--- src/rtl/sem_status_monitor_pkg.sv ---
// Shared definitions for the SEM controller status monitor: state encodings, widths, decode.
// Latency: none (types, constants and a pure combinational helper).
// Backpressure: none; the status interface is free-running and sampled every cycle.
package sem_status_monitor_pkg;

  localparam int SEM_STATE_W    = 3;
  localparam int HB_TIMEOUT_DEF = 4096;
  localparam int CNT_W_DEF      = 16;

  typedef enum logic [SEM_STATE_W-1:0] {
    SEM_IDLE     = 3'd0,
    SEM_INIT     = 3'd1,
    SEM_OBSERVE  = 3'd2,
    SEM_CORRECT  = 3'd3,
    SEM_CLASSIFY = 3'd4,
    SEM_INJECT   = 3'd5,
    SEM_FATAL    = 3'd7
  } sem_state_e;

  // Registered copy of the controller status pins that drive state and counting.
  typedef struct packed {
    logic initialization;
    logic observation;
    logic correction;
    logic classification;
    logic injection;
    logic heartbeat;
    logic uncorrectable;
  } sem_status_t;

  // The controller signals a fatal halt by raising all five state pins at once,
  // so that pattern must win over every single-pin state.
  function automatic sem_state_e sem_decode(input sem_status_t s);
    sem_state_e st;
    st = SEM_IDLE;
    if (s.initialization && s.observation && s.correction &&
        s.classification && s.injection) begin
      st = SEM_FATAL;
    end else if (s.initialization) begin
      st = SEM_INIT;
    end else if (s.injection) begin
      st = SEM_INJECT;
    end else if (s.correction) begin
      st = SEM_CORRECT;
    end else if (s.classification) begin
      st = SEM_CLASSIFY;
    end else if (s.observation) begin
      st = SEM_OBSERVE;
    end
    return st;
  endfunction

endpackage

--- src/rtl/sem_sat_counter.sv ---
// Saturating event counter with a clear that can coincide with an increment.
// Latency: 1 cycle from inc/clr to cnt.
// Backpressure: none; holds at all-ones instead of wrapping.
module sem_sat_counter #(
  parameter int W = 16
) (
  input  logic         clk_icap,
  input  logic         reset,
  input  logic         inc,
  input  logic         clr,
  output logic [W-1:0] cnt
);

  localparam logic [W-1:0] CNT_MAX = '1;

  // A clear that lands on an increment keeps that event, so the count restarts at 1.
  always_ff @(posedge clk_icap) begin
    if (reset) begin
      cnt <= '0;
    end else if (clr) begin
      cnt <= W'(inc);
    end else if (inc && (cnt != CNT_MAX)) begin
      cnt <= cnt + W'(1);
    end
  end

endmodule

--- src/rtl/sem_status_monitor.sv ---
// Decodes SEM controller status, counts corrections, watches the heartbeat, raises alarms.
// Latency: 2 cycles pin-to-sem_state; sem_event/counters 1 cycle after the registered correction fall.
// Backpressure: none; status is sampled every clk_icap cycle. SEM_MON_ESSENTIAL_CNT_EN adds essential_cnt.
module sem_status_monitor
  import sem_status_monitor_pkg::*;
#(
  parameter int HB_TIMEOUT = HB_TIMEOUT_DEF,
  parameter int CNT_W      = CNT_W_DEF
) (
  input  logic                   clk_icap,
  input  logic                   reset,
  input  logic                   status_heartbeat,
  input  logic                   status_initialization,
  input  logic                   status_observation,
  input  logic                   status_correction,
  input  logic                   status_classification,
  input  logic                   status_injection,
  input  logic                   status_essential,
  input  logic                   status_uncorrectable,
  input  logic                   clr_counters,
  output logic [SEM_STATE_W-1:0] sem_state,
  output logic [CNT_W-1:0]       correction_cnt,
  output logic [CNT_W-1:0]       uncorrectable_cnt,
`ifdef SEM_MON_ESSENTIAL_CNT_EN
  output logic [CNT_W-1:0]       essential_cnt,
`endif
  output logic                   hb_timeout,
  output logic                   sem_event,
  output logic                   sem_alarm
);

  localparam int HB_W = $clog2(HB_TIMEOUT + 1);
  localparam logic [HB_W-1:0] HB_MAX = HB_W'(HB_TIMEOUT);

  sem_status_t s1_q;
  logic        s1_vld_q;
  logic        corr_prev_q;
  logic        armed_q;
  logic        completion;
  logic        inc_corr;
  logic        inc_unc;
  sem_state_e  state_q;
  sem_state_e  state_d;
  logic [HB_W-1:0] hb_cnt_q;
  logic [HB_W-1:0] hb_cnt_d;
  logic        hb_hit;
  logic        uncorr_seen_q;

  // Stage S1: one register on every status pin; everything downstream sees only these.
  always_ff @(posedge clk_icap) begin
    if (reset) begin
      s1_q     <= '0;
      s1_vld_q <= 1'b0;
    end else begin
      s1_q.initialization <= status_initialization;
      s1_q.observation    <= status_observation;
      s1_q.correction     <= status_correction;
      s1_q.classification <= status_classification;
      s1_q.injection      <= status_injection;
      s1_q.heartbeat      <= status_heartbeat;
      s1_q.uncorrectable  <= status_uncorrectable;
      s1_vld_q            <= 1'b1;
    end
  end

  // Completion tracking: a falling edge only counts once correction has been seen low
  // after reset, so a correction already running through reset is never counted.
  always_ff @(posedge clk_icap) begin
    if (reset) begin
      corr_prev_q <= 1'b0;
      armed_q     <= 1'b0;
    end else begin
      corr_prev_q <= s1_q.correction;
      armed_q     <= armed_q | (s1_vld_q & ~s1_q.correction);
    end
  end

  assign completion = armed_q & corr_prev_q & ~s1_q.correction;
  assign inc_corr   = completion & ~s1_q.uncorrectable;
  assign inc_unc    = completion &  s1_q.uncorrectable;

  // State register; FATAL is held until reset.
  always_ff @(posedge clk_icap) begin
    if (reset) begin
      state_q <= SEM_IDLE;
    end else begin
      state_q <= state_d;
    end
  end

  // Next state: decode the S1 pins unless already in FATAL.
  always_comb begin
    state_d = state_q;
    if (state_q != SEM_FATAL) begin
      state_d = sem_decode(s1_q);
    end
  end

  assign sem_state = state_q;

  // Heartbeat age: counts only in OBSERVE, restarts on a beat, parks at the limit.
  always_comb begin
    hb_cnt_d = hb_cnt_q;
    hb_hit   = 1'b0;
    if ((state_q != SEM_OBSERVE) || s1_q.heartbeat) begin
      hb_cnt_d = '0;
    end else if (hb_cnt_q != HB_MAX) begin
      hb_cnt_d = hb_cnt_q + HB_W'(1);
      hb_hit   = (hb_cnt_d == HB_MAX);
    end
  end

  // Heartbeat age register.
  always_ff @(posedge clk_icap) begin
    if (reset) begin
      hb_cnt_q <= '0;
    end else begin
      hb_cnt_q <= hb_cnt_d;
    end
  end

  // Sticky flags, event pulse and alarm; a new cause on the clear cycle survives the clear.
  always_ff @(posedge clk_icap) begin
    if (reset) begin
      hb_timeout    <= 1'b0;
      uncorr_seen_q <= 1'b0;
      sem_event     <= 1'b0;
      sem_alarm     <= 1'b0;
    end else begin
      hb_timeout    <= (hb_timeout & ~clr_counters) | hb_hit;
      uncorr_seen_q <= (uncorr_seen_q & ~clr_counters) | inc_unc;
      sem_event     <= completion;
      sem_alarm     <= hb_timeout | uncorr_seen_q | (state_q == SEM_FATAL);
    end
  end

  sem_sat_counter #(.W(CNT_W)) u_corr_cnt (
    .clk_icap (clk_icap),
    .reset    (reset),
    .inc      (inc_corr),
    .clr      (clr_counters),
    .cnt      (correction_cnt)
  );

  sem_sat_counter #(.W(CNT_W)) u_unc_cnt (
    .clk_icap (clk_icap),
    .reset    (reset),
    .inc      (inc_unc),
    .clr      (clr_counters),
    .cnt      (uncorrectable_cnt)
  );

`ifdef SEM_MON_ESSENTIAL_CNT_EN
  logic s1_essential_q;

  // Essential flag rides in S1 alongside the other status pins.
  always_ff @(posedge clk_icap) begin
    if (reset) begin
      s1_essential_q <= 1'b0;
    end else begin
      s1_essential_q <= status_essential;
    end
  end

  sem_sat_counter #(.W(CNT_W)) u_ess_cnt (
    .clk_icap (clk_icap),
    .reset    (reset),
    .inc      (completion & s1_essential_q),
    .clr      (clr_counters),
    .cnt      (essential_cnt)
  );
`else
  // status_essential has no consumer in this build.
  logic unused_essential;
  assign unused_essential = status_essential;
`endif

endmodule

--- config.mk ---
export PLATFORM = sky130hd
export DESIGN_NAME = sem_status_monitor
export DESIGN_NICKNAME = d
export VERILOG_FILES = /design/src/rtl/sem_status_monitor_pkg.sv /design/src/rtl/sem_sat_counter.sv /design/src/rtl/sem_status_monitor.sv
export SDC_FILE = /design/constraint.sdc
export NUM_CORES = 1
export LEC_CHECK = 0
export BUFFER_PORTS_ARGS = -buffer_cell sky130_fd_sc_hd__buf_2
export CORE_MARGIN = 5
export CORE_UTILIZATION = 50
export DETAILED_ROUTE_END_ITERATION = 8
export PLACE_DENSITY = 0.79
export SETUP_SLACK_MARGIN = 0.15
export SLEW_MARGIN = 25
export SYNTH_ARGS = -nofsm -noshare
export SYNTH_HDL_FRONTEND = slang
export SYNTH_SLANG_ARGS = --single-unit
--- constraint.sdc ---
create_clock -name clk_icap -period 1.5 [get_ports clk_icap]
set_input_delay 0.375 -clock clk_icap [delete_from_list [all_inputs] [get_ports clk_icap]]
set_output_delay 0.375 -clock clk_icap [all_outputs]
set_load 0.01 [all_outputs]
==> impl_metrics.yaml, run 1 <==
cells_and_area:
  stdcell_area_um2: 4820
  layout_commonest_cell: "buf_4"
  fin_util: 0.871
  n_antenna_cell: 0
  drive_above_1_share: 0.583
  multi_input_area_um2: 2120
  num-nets-final: 473
  syn2layout_area_growth_pct: 68.9
  fin_cells: 535
  layout_common_cells: "66 x buf_4, 38 x buf_2, 37 x nor2_1, 27 x dfxtp_2, 26 x buf_6"
  nFillCells: 253
  seqCellArea_um2: 1330
floorplanning:
  num_rows: 27
  start_util: 0.515
  ioPinCount: 49
  core_um2: 5540
  die_area_um2: 7320
  dieHeight_um: 85.6
  die_x_um: 85.6
synth:
  postSynthNetCount: 338
  ys_seq_elements: 62
  syn_avg_cell_area_um2: 8.84
  synth_cells: 323
  yosysUniqueCellTypes: 44
  ys_async_sr_fraction: 0
  yosys_warnings: 0
  syn_area_um2: 2860
  ys.flop_type: "dfxtp_1"
  ys_seq_area_frac: 0.435
  synth_edf_count: 0
sta:
  final_max_slew_viol_count: 0
  fmax_mhz: 536
  period_share: 1.24
  report.final.setup_viol: 40
  tightestPinTransition_ns: 0.429
  finalCriticalPeriod_ns: 1.87
  skew_ns: 0.00865
  relSlewSlack: 0.711
  setup_tns_ns: -5.61
  whs_ns: 0.229
  rsz0062_at_grt: "yes"
  hold_viol_final: 0
  fin_ws_ns: -0.366
clocking:
  cts_buffer_depth: 2
  path_clk_slew_ns: 0.08
  clock_insertion_delay_worst_skew_ns: 0.35
  root_buffer: "clkbuf_8"
  hold_buffers: 0
  cts_buffers: 9
  cts_tree: "built"
  cts.sinks: 62
  cts_max_level: 3
critical_path:
  crit_chain: "and4bb_2 > nand4_1 > buf_4 > nor4bb_4 > xnor2_1 > nor2_1"
  crit_type: "reg -> reg"
  crit_family: "simple AND/OR/NAND/NOR gates"
  slowest_stage: "and4bb_2"
  slowest_delay_ns: 0.36
  end_kind: "flip-flop"
  path_max_fanout: 4
  required_ns: 1.73
  crit_buf_inv: 1
  arrival_ns: 2.10
  start_kind: "flip-flop"
pwr:
  p_per_area_nw_per_um2: 707
  vdd_drop_max_v: 0.000748
  finalPower_mw: 3.41
  cellLeakagePower_nw: 1.86
routing:
  route.vias.total: 3282
  drcViolationCount: 0
  ant_nets: 0
  drt_iter0_drc: 322
  wl_per_cell_um: 21.4
  wirelength_mm: 11.5
  drt-vias-per-instance: 6.13
  drt-pass1-iter-count: 5
hold_path:
  hold_path.class: "in -> reg"
run:
  max_cap_violations: 0
run_status:
  violations: "setup timing"
  status: "complete, but fails checks"
placed_design:
  place_ws_ns: -0.135
  dp_cells: 489
  place_congestion: 0.827
  hpwl_mm: 5.31
  dpl-instance-area_um2: 3860
  port_buffers: 47
global_route:
  grt_pass1_vias: 3139
  gr-total-overflow: 0
  busiest_layer: "met2"
  grt_max_degree: 23
  grt.total_usage: 0.258
  grt_use_met2: 0.451
  met3_usage: 0.0471
  grt_pass1_wl_mm: 15.2
  met1_usage: 0.294
  antenna_found_initial: 0
cells in the mapped netlist, types with 2 or more instances:
| cell | count | share of area |
|---|---|---|
| dfxtp_1 | 62 | 0.43 |
| nor2_1 | 47 | 0.062 |
| xnor2_1 | 27 | 0.083 |
| a21oi_1 | 21 | 0.037 |
| nand2_1 | 20 | 0.026 |
| nand3_1 | 20 | 0.035 |
| nor3_1 | 15 | 0.026 |
| inv_1 | 12 | 0.016 |
| nand4_1 | 7 | 0.015 |
| nor2b_1 | 7 | 0.015 |
| xor2_1 | 7 | 0.021 |
| and3_1 | 6 | 0.013 |
| clkbuf_1 | 6 | 0.0079 |
| a211oi_1 | 5 | 0.013 |
| nor4_1 | 5 | 0.011 |
| ha_1 | 4 | 0.018 |
| nor4b_1 | 4 | 0.012 |
| o21ai_0 | 4 | 0.0070 |
| buf_2 | 3 | 0.0053 |
| mux2i_1 | 3 | 0.011 |
| nor3b_1 | 3 | 0.0079 |
| nor4_4 | 3 | 0.022 |
| o41ai_1 | 3 | 0.0092 |
| or4_1 | 3 | 0.0079 |
| a31oi_1 | 2 | 0.0044 |
| nand3b_1 | 2 | 0.0053 |
| nand4_4 | 2 | 0.015 |
| nor4bb_1 | 2 | 0.0070 |
| o31ai_1 | 2 | 0.0053 |
| or2_2 | 2 | 0.0044 |
registers in the layout, summed over array words and instances (netlist names):
register and cells:
hb_cnt_q 13, s1_q 7, uncorr_seen_q 1, sem_state 3
u_unc_cnt.cnt 16, corr_prev_q 1, hb_timeout 1, u_corr_cnt.cnt 16
sem_event 1, armed_q 1, sem_alarm 1, s1_vld_q 1
logic make-up (layout without fill, tap and decap cells):
logic type | count (synthesis) | in the layout | synth area share
AO/OA/AOI/OAI | 41 | 41 | 0.0872
XOR/XNOR | 34 | 34 | 0.104
adder cells (fa/ha/maj) | 4 | 4 | 0.0175
buffers and inverters | 21 | 161 | 0.0289
flip-flops | 62 | 62 | 0.435
multiplexers | 3 | 3 | 0.0105
AND/OR/NAND/NOR | 158 | 158 | 0.317
report_power, final:
group          switching (mW)  internal [mW]  leakage (nW)
Clock                   0.711          0.929         0.107
Sequential             0.0193           1.64         0.528
Combinational          0.0631         0.0452          1.23
cell type report:
class	instances	share of cell area
multi-input combinational	240	0.439
sequential	62	0.275
timing repair buffer	133	0.215
clock buffer	11	0.0272
tap	72	0.0187
clock inverter	5	0.0156
inverter	12	0.00934
worst paths after layout:
check | startpoint | end | slack (ns) | cells after the start
max | s1_q[4] | u_corr_cnt.cnt[13] | -0.37 | 6
min | status_observation | s1_q[5] | 0.23 | 2
max reg2reg | s1_q[4] | u_corr_cnt.cnt[13] | -0.37 | 6
min reg2reg | s1_vld_q | armed_q | 0.49 | 2
worst register-to-register path: stages (launching register included):
cell and delay [ns]:
dfxtp_2 0.33, and4bb_2 0.36, nand4_1 0.23, buf_4 0.23
nor4bb_4 0.32, xnor2_1 0.19, nor2_1 0.09
timing repair:
action	in CTS	in global routing
buffers inserted	16	13
resized for setup	54	54
endpoints found under the hold margin	0	0
setup endpoints to repair	45	58
cloned	0	1
pin swaps	33	31
layer usage:
| metal | share of wire | vias to the layer above |
|---|---|---|
| li1 | - | 1407 |
| met1 | 0.37 | 1575 |
| met2 | 0.51 | 226 |
| met3 | 0.063 | 74 |
| met4 | 0.059 | 0 |
| met5 | 0 | - |
No activity file was read; power rests on OpenSTA's default activity.
==> inputs of run 2 (changes only) <==
--- a/config.mk
+++ b/config.mk
@@ -9,7 +9,8 @@
 export CORE_MARGIN = 5
 export CORE_UTILIZATION = 50
 export DETAILED_ROUTE_END_ITERATION = 8
-export PLACE_DENSITY = 0.79
+export HOLD_SLACK_MARGIN = 0.02
+export PLACE_DENSITY = 0.85
 export SETUP_SLACK_MARGIN = 0.15
 export SLEW_MARGIN = 25
 export SYNTH_ARGS = -nofsm -noshare
==> impl_metrics.yaml, run 2 (same netlist as run 1, synthesis figures left out) <==
run_status:
  status: "complete, but fails checks"
  violations: "setup timing"
cells_and_area:
  syn2layout_area_growth_pct: 71.1
  layout_commonest_cell: "buf_4"
  multi_input_area_um2: 2080
  fin_cells: 538
  nFillCells: 227
  seqCellArea_um2: 1340
  num-nets-final: 476
  largest_registers: "u_corr_cnt.cnt: 16 flops, u_unc_cnt.cnt: 16 flops, hb_cnt_q: 13 flops"
  n_antenna_cell: 0
  layout_common_cells: "63 x buf_4, 44 x nor2_1, 39 x buf_6, 32 x buf_2, 27 x xnor2_1"
  drive_above_1_share: 0.575
routing:
  drt-vias-per-instance: 6.13
  wl_per_cell_um: 22.6
  drt_iter0_drc: 318
  route.vias.total: 3297
  drt-pass1-iter-count: 5
  drcViolationCount: 0
  ant_nets: 0
  wirelength_mm: 12.2
pwr:
  finalPower_mw: 3.46
  p_per_area_nw_per_um2: 708
  vdd_drop_max_v: 0.000603
  cellLeakagePower_nw: 1.91
placed_design:
  dp_cells: 485
  port_buffers: 47
  place_ws_ns: -0.224
  hpwl_mm: 5.07
  place_congestion: 0.815
clocking:
  cts_max_level: 3
  clock_insertion_delay_worst_skew_ns: 0.36
  hold_buffers: 0
  root_buffer: "clkbuf_8"
  cts_buffer_depth: 2
  cts_tree: "built"
  cts.sinks: 62
  path_clk_slew_ns: 0.08
  cts_buffers: 9
sta:
  fmax_mhz: 531
  relSlewSlack: 0.719
  period_share: 1.26
  finalCriticalPeriod_ns: 1.88
  skew_ns: 0.0164
  hold_viol_final: 0
  rsz0062_at_grt: "yes"
  report.final.setup_viol: 39
  tightestPinTransition_ns: 0.420
  final_max_slew_viol_count: 0
  fin_ws_ns: -0.383
global_route:
  met3_usage: 0.0653
  grt.total_usage: 0.254
  grt_pass1_wl_mm: 14.5
  grt_use_met2: 0.457
  grt_pass1_vias: 3004
  grt_max_degree: 31
  gr-total-overflow: 0
  antenna_found_initial: 0
  met1_usage: 0.262
  busiest_layer: "met2"
run:
  max_cap_violations: 0
floorplanning:
  start_util: 0.515
  die_x_um: 85.6
  num_rows: 27
  core_um2: 5540
  dieHeight_um: 85.6
  die_area_um2: 7320
  ioPinCount: 49
critical_path:
  end_kind: "flip-flop"
  required_ns: 1.72
  slowest_stage: "dfxtp_1"
  reg2reg_slack_ns: -0.38
  crit_type: "reg -> reg"
  arrival_ns: 2.11
  slowest_delay_ns: 0.46
  start_kind: "flip-flop"
  crit_family: "simple AND/OR/NAND/NOR gates"
  path_max_fanout: 5
  crit_buf_inv: 2
  crit_chain: "nand3_1 > nor4_4 > buf_4 > buf_6 > a21boi_4 > mux2i_1 > nor2_1"
hold_path:
  hold_path.class: "in -> reg"
==> run 2: changes by cell type in the layout (fill, tap and decap cells not counted), moves of 3 or more <==
cell	change
a21oi_1	-3
a21oi_2	+5
buf_2	-6
buf_4	-3
buf_6	+13
dfxtp_2	-4
dfxtp_4	+4
nor2_1	+7
nor2_2	-6
==> run 2: final timing paths <==
| path | from | to | cells after the start |
|---|---|---|---|
| worst max-delay path | u_unc_cnt.cnt[15] | u_unc_cnt.cnt[1] | 7 |
| worst max register to register | u_unc_cnt.cnt[15] | u_unc_cnt.cnt[1] | 7 |
| worst min-delay path | status_uncorrectable | s1_q[0] | 2 |
| worst min register to register | s1_q[5] | sem_state[1] | 2 |
==> run 2: layout make-up <==
cell class / count / share of cell area
Clock inverter: 6 / 0.0174
Multi-Input combinational cell: 240 / 0.425
Clock buffer: 10 / 0.0282
Timing Repair Buffer: 136 / 0.228
Sequential cell: 62 / 0.274
Tap cell: 72 / 0.0184
Inverter: 12 / 0.00922
==> run 2: worst reg2reg max path: cells and delay by family, from the launching register on <==
family,cells,cell delay (ns)
and+or+nand+nor,3,0.68
buffers and inverters,2,0.30
DFF,1,0.46
AOI/OAI and AO/OA,1,0.07
muxes,1,0.24
==> run 2: power breakdown <==
part           leakage (nW)  switching [mW]  internal [mW]
Clock                 0.108           0.723          0.975
Combinational          1.28          0.0608         0.0463
Sequential            0.529          0.0179           1.64
==> run 2: metrics by stage <==
stage / utilization / instance area (um^2) / hold slack [ns] / setup TNS, ns
after floorplan: - / 3170 / 0.434 / -0.956
after global placement: 0.689 / 3820 / 0.443 / -1.82
after detailed placement: 0.689 / 3820 / 0.455 / -2.70
after CTS: 0.810 / 4490 / 0.224 / -1.41
after global routing: 0.882 / 4890 / 0.227 / -7.75
final: 0.882 / 4890 / 0.229 / -5.71
==> run 2: routing by layer <==
layer / up-vias / part of all wire
met5: - / 0
met4: 0 / 0.067
met3: 77 / 0.071
met2: 223 / 0.50
met1: 1574 / 0.36
li1: 1423 / -
==> run 2: timing repair <==
| item | CTS | global route |
|---|---|---|
| resized for setup | 65 | 53 |
| setup endpoints to repair | 50 | 57 |
| cloned | 0 | 0 |
| pin swaps | 27 | 46 |
| setup buffers | 16 | 21 |
==> inputs of run 3 (changes only) <==
--- a/config.mk
+++ b/config.mk
@@ -12,6 +12,7 @@
 export HOLD_SLACK_MARGIN = 0.02
 export PLACE_DENSITY = 0.85
 export SETUP_SLACK_MARGIN = 0.15
+export SKIP_LAST_GASP = 1
 export SLEW_MARGIN = 25
 export SYNTH_ARGS = -nofsm -noshare
 export SYNTH_HDL_FRONTEND = slang
==> impl_metrics.yaml, run 3 (same netlist as run 1, synthesis figures left out) <==
run_status:
  status: "complete, but fails checks"
  violations: "setup timing"
sta:
  hold_viol_final: 0
  skew_ns: 0.0127
  relSlewSlack: 0.682
  rsz0062_at_grt: "yes"
  fmax_mhz: 598
  whs_ns: 0.233
  fin_ws_ns: -0.173
  setup_tns_ns: -2.89
  report.final.setup_viol: 36
  tightestPinTransition_ns: 0.471
  finalCriticalPeriod_ns: 1.67
  final_max_slew_viol_count: 0
  period_share: 1.12
placed_design:
  port_buffers: 47
  hpwl_mm: 5.07
  dpl-instance-area_um2: 3820
  place_congestion: 0.815
critical_path:
  path_max_fanout: 5
  required_ns: 1.73
  start_kind: "flip-flop"
  arrival_ns: 1.90
  end_kind: "flip-flop"
  crit_type: "reg -> reg"
run:
  max_cap_violations: 0
cells_and_area:
  drive_above_1_share: 0.565
  layout_commonest_cell: "buf_4"
  layout_common_cells: "59 x buf_4, 44 x nor2_1, 36 x buf_2, 30 x buf_6, 27 x xnor2_1"
  largest_registers: "u_corr_cnt.cnt: 16 flops, u_unc_cnt.cnt: 16 flops, hb_cnt_q: 13 flops"
  n_antenna_cell: 0
  syn2layout_area_growth_pct: 66.6
  num-nets-final: 467
  stdcell_area_um2: 4760
floorplanning:
  core_um2: 5540
  dieHeight_um: 85.6
  num_rows: 27
  ioPinCount: 49
  die_x_um: 85.6
  start_util: 0.515
  die_area_um2: 7320
global_route:
  busiest_layer: "met2"
  grt.total_usage: 0.247
  grt_max_degree: 31
  grt_pass1_wl_mm: 14.3
  grt_use_met2: 0.436
  grt_pass1_vias: 3048
  antenna_found_initial: 0
  met3_usage: 0.0663
  gr-total-overflow: 0
  met1_usage: 0.267
routing:
  ant_nets: 0
  wl_per_cell_um: 20.0
  drt-vias-per-instance: 5.98
  drcViolationCount: 0
  wirelength_mm: 10.6
  route.vias.total: 3166
  drt-pass1-iter-count: 5
  drt_iter0_drc: 259
pwr:
  finalPower_mw: 3.45
  vdd_drop_max_v: 0.000583
  cellLeakagePower_nw: 1.86
  p_per_area_nw_per_um2: 725
clocking:
  root_buffer: "clkbuf_8"
  clock_insertion_delay_worst_skew_ns: 0.36
  cts_buffer_depth: 2
  cts_buffers: 9
  cts_max_level: 3
  path_clk_slew_ns: 0.08
  cts.sinks: 62
  cts_tree: "built"
hold_path:
  hold_path.class: "in -> reg"
run 3: where the power goes:
group | total (mW) | switching, mW | internal (mW)
sequential | 1.65 | 0.0184 | 1.64
clock | 1.69 | 0.714 | 0.974
combinational | 0.107 | 0.0600 | 0.0473
total | 3.45 | 0.793 | 2.66
run 3: layout make-up:
type / count / area, um^2
Multi-Input combinational cell: 240 / 2060
Sequential cell: 62 / 1340
Timing Repair Buffer: 127 / 1000
Fill cell: 259 / 785
Clock buffer: 10 / 138
Tap cell: 72 / 90.1
Clock inverter: 6 / 85.1
Inverter: 12 / 45.0
run 3: repair_timing:
action                                  in CTS  in global routing
endpoints found under the setup margin      50                 59
buffers inserted                            16                 13
hold buffers                                 0                  0
endpoints found under the hold margin        0                  0
resized for setup                           53                 53
pin swaps                                   27                 34
run 3: final timing paths:
path                         from               end  slack (ns)  cells past startpoint
min          status_uncorrectable           s1_q[0]        0.23                      2
max              u_unc_cnt.cnt[7]  u_unc_cnt.cnt[8]       -0.17                      7
min reg2reg              s1_vld_q           armed_q        0.47                      2
max reg2reg      u_unc_cnt.cnt[7]  u_unc_cnt.cnt[8]       -0.17                      7
run 3: worst max-delay path, stage by stage, from the launching register on:
cell,delay (ns)
dfxtp_4,0.38
nand4_4,0.12
buf_6,0.15
nor4_4,0.32
buf_6,0.20
nor3_1,0.07
xnor2_1,0.21
nor2_1,0.10
run 3: metal layers:
layer	up-vias	share of wire
li1	1412	-
met1	1502	0.37
met4	0	0.059
met2	192	0.50
met3	60	0.076
met5	-	0
run 3: stage by stage:
stage / instances / util / setup slack, ns
finish: 529 / 0.858 / -0.173
floorplan: 323 / - / -0.0889
global route: 529 / 0.858 / -0.254
global placement: 485 / 0.689 / -0.169
detailed placement: 485 / 0.689 / -0.224
CTS: 517 / 0.798 / -0.124
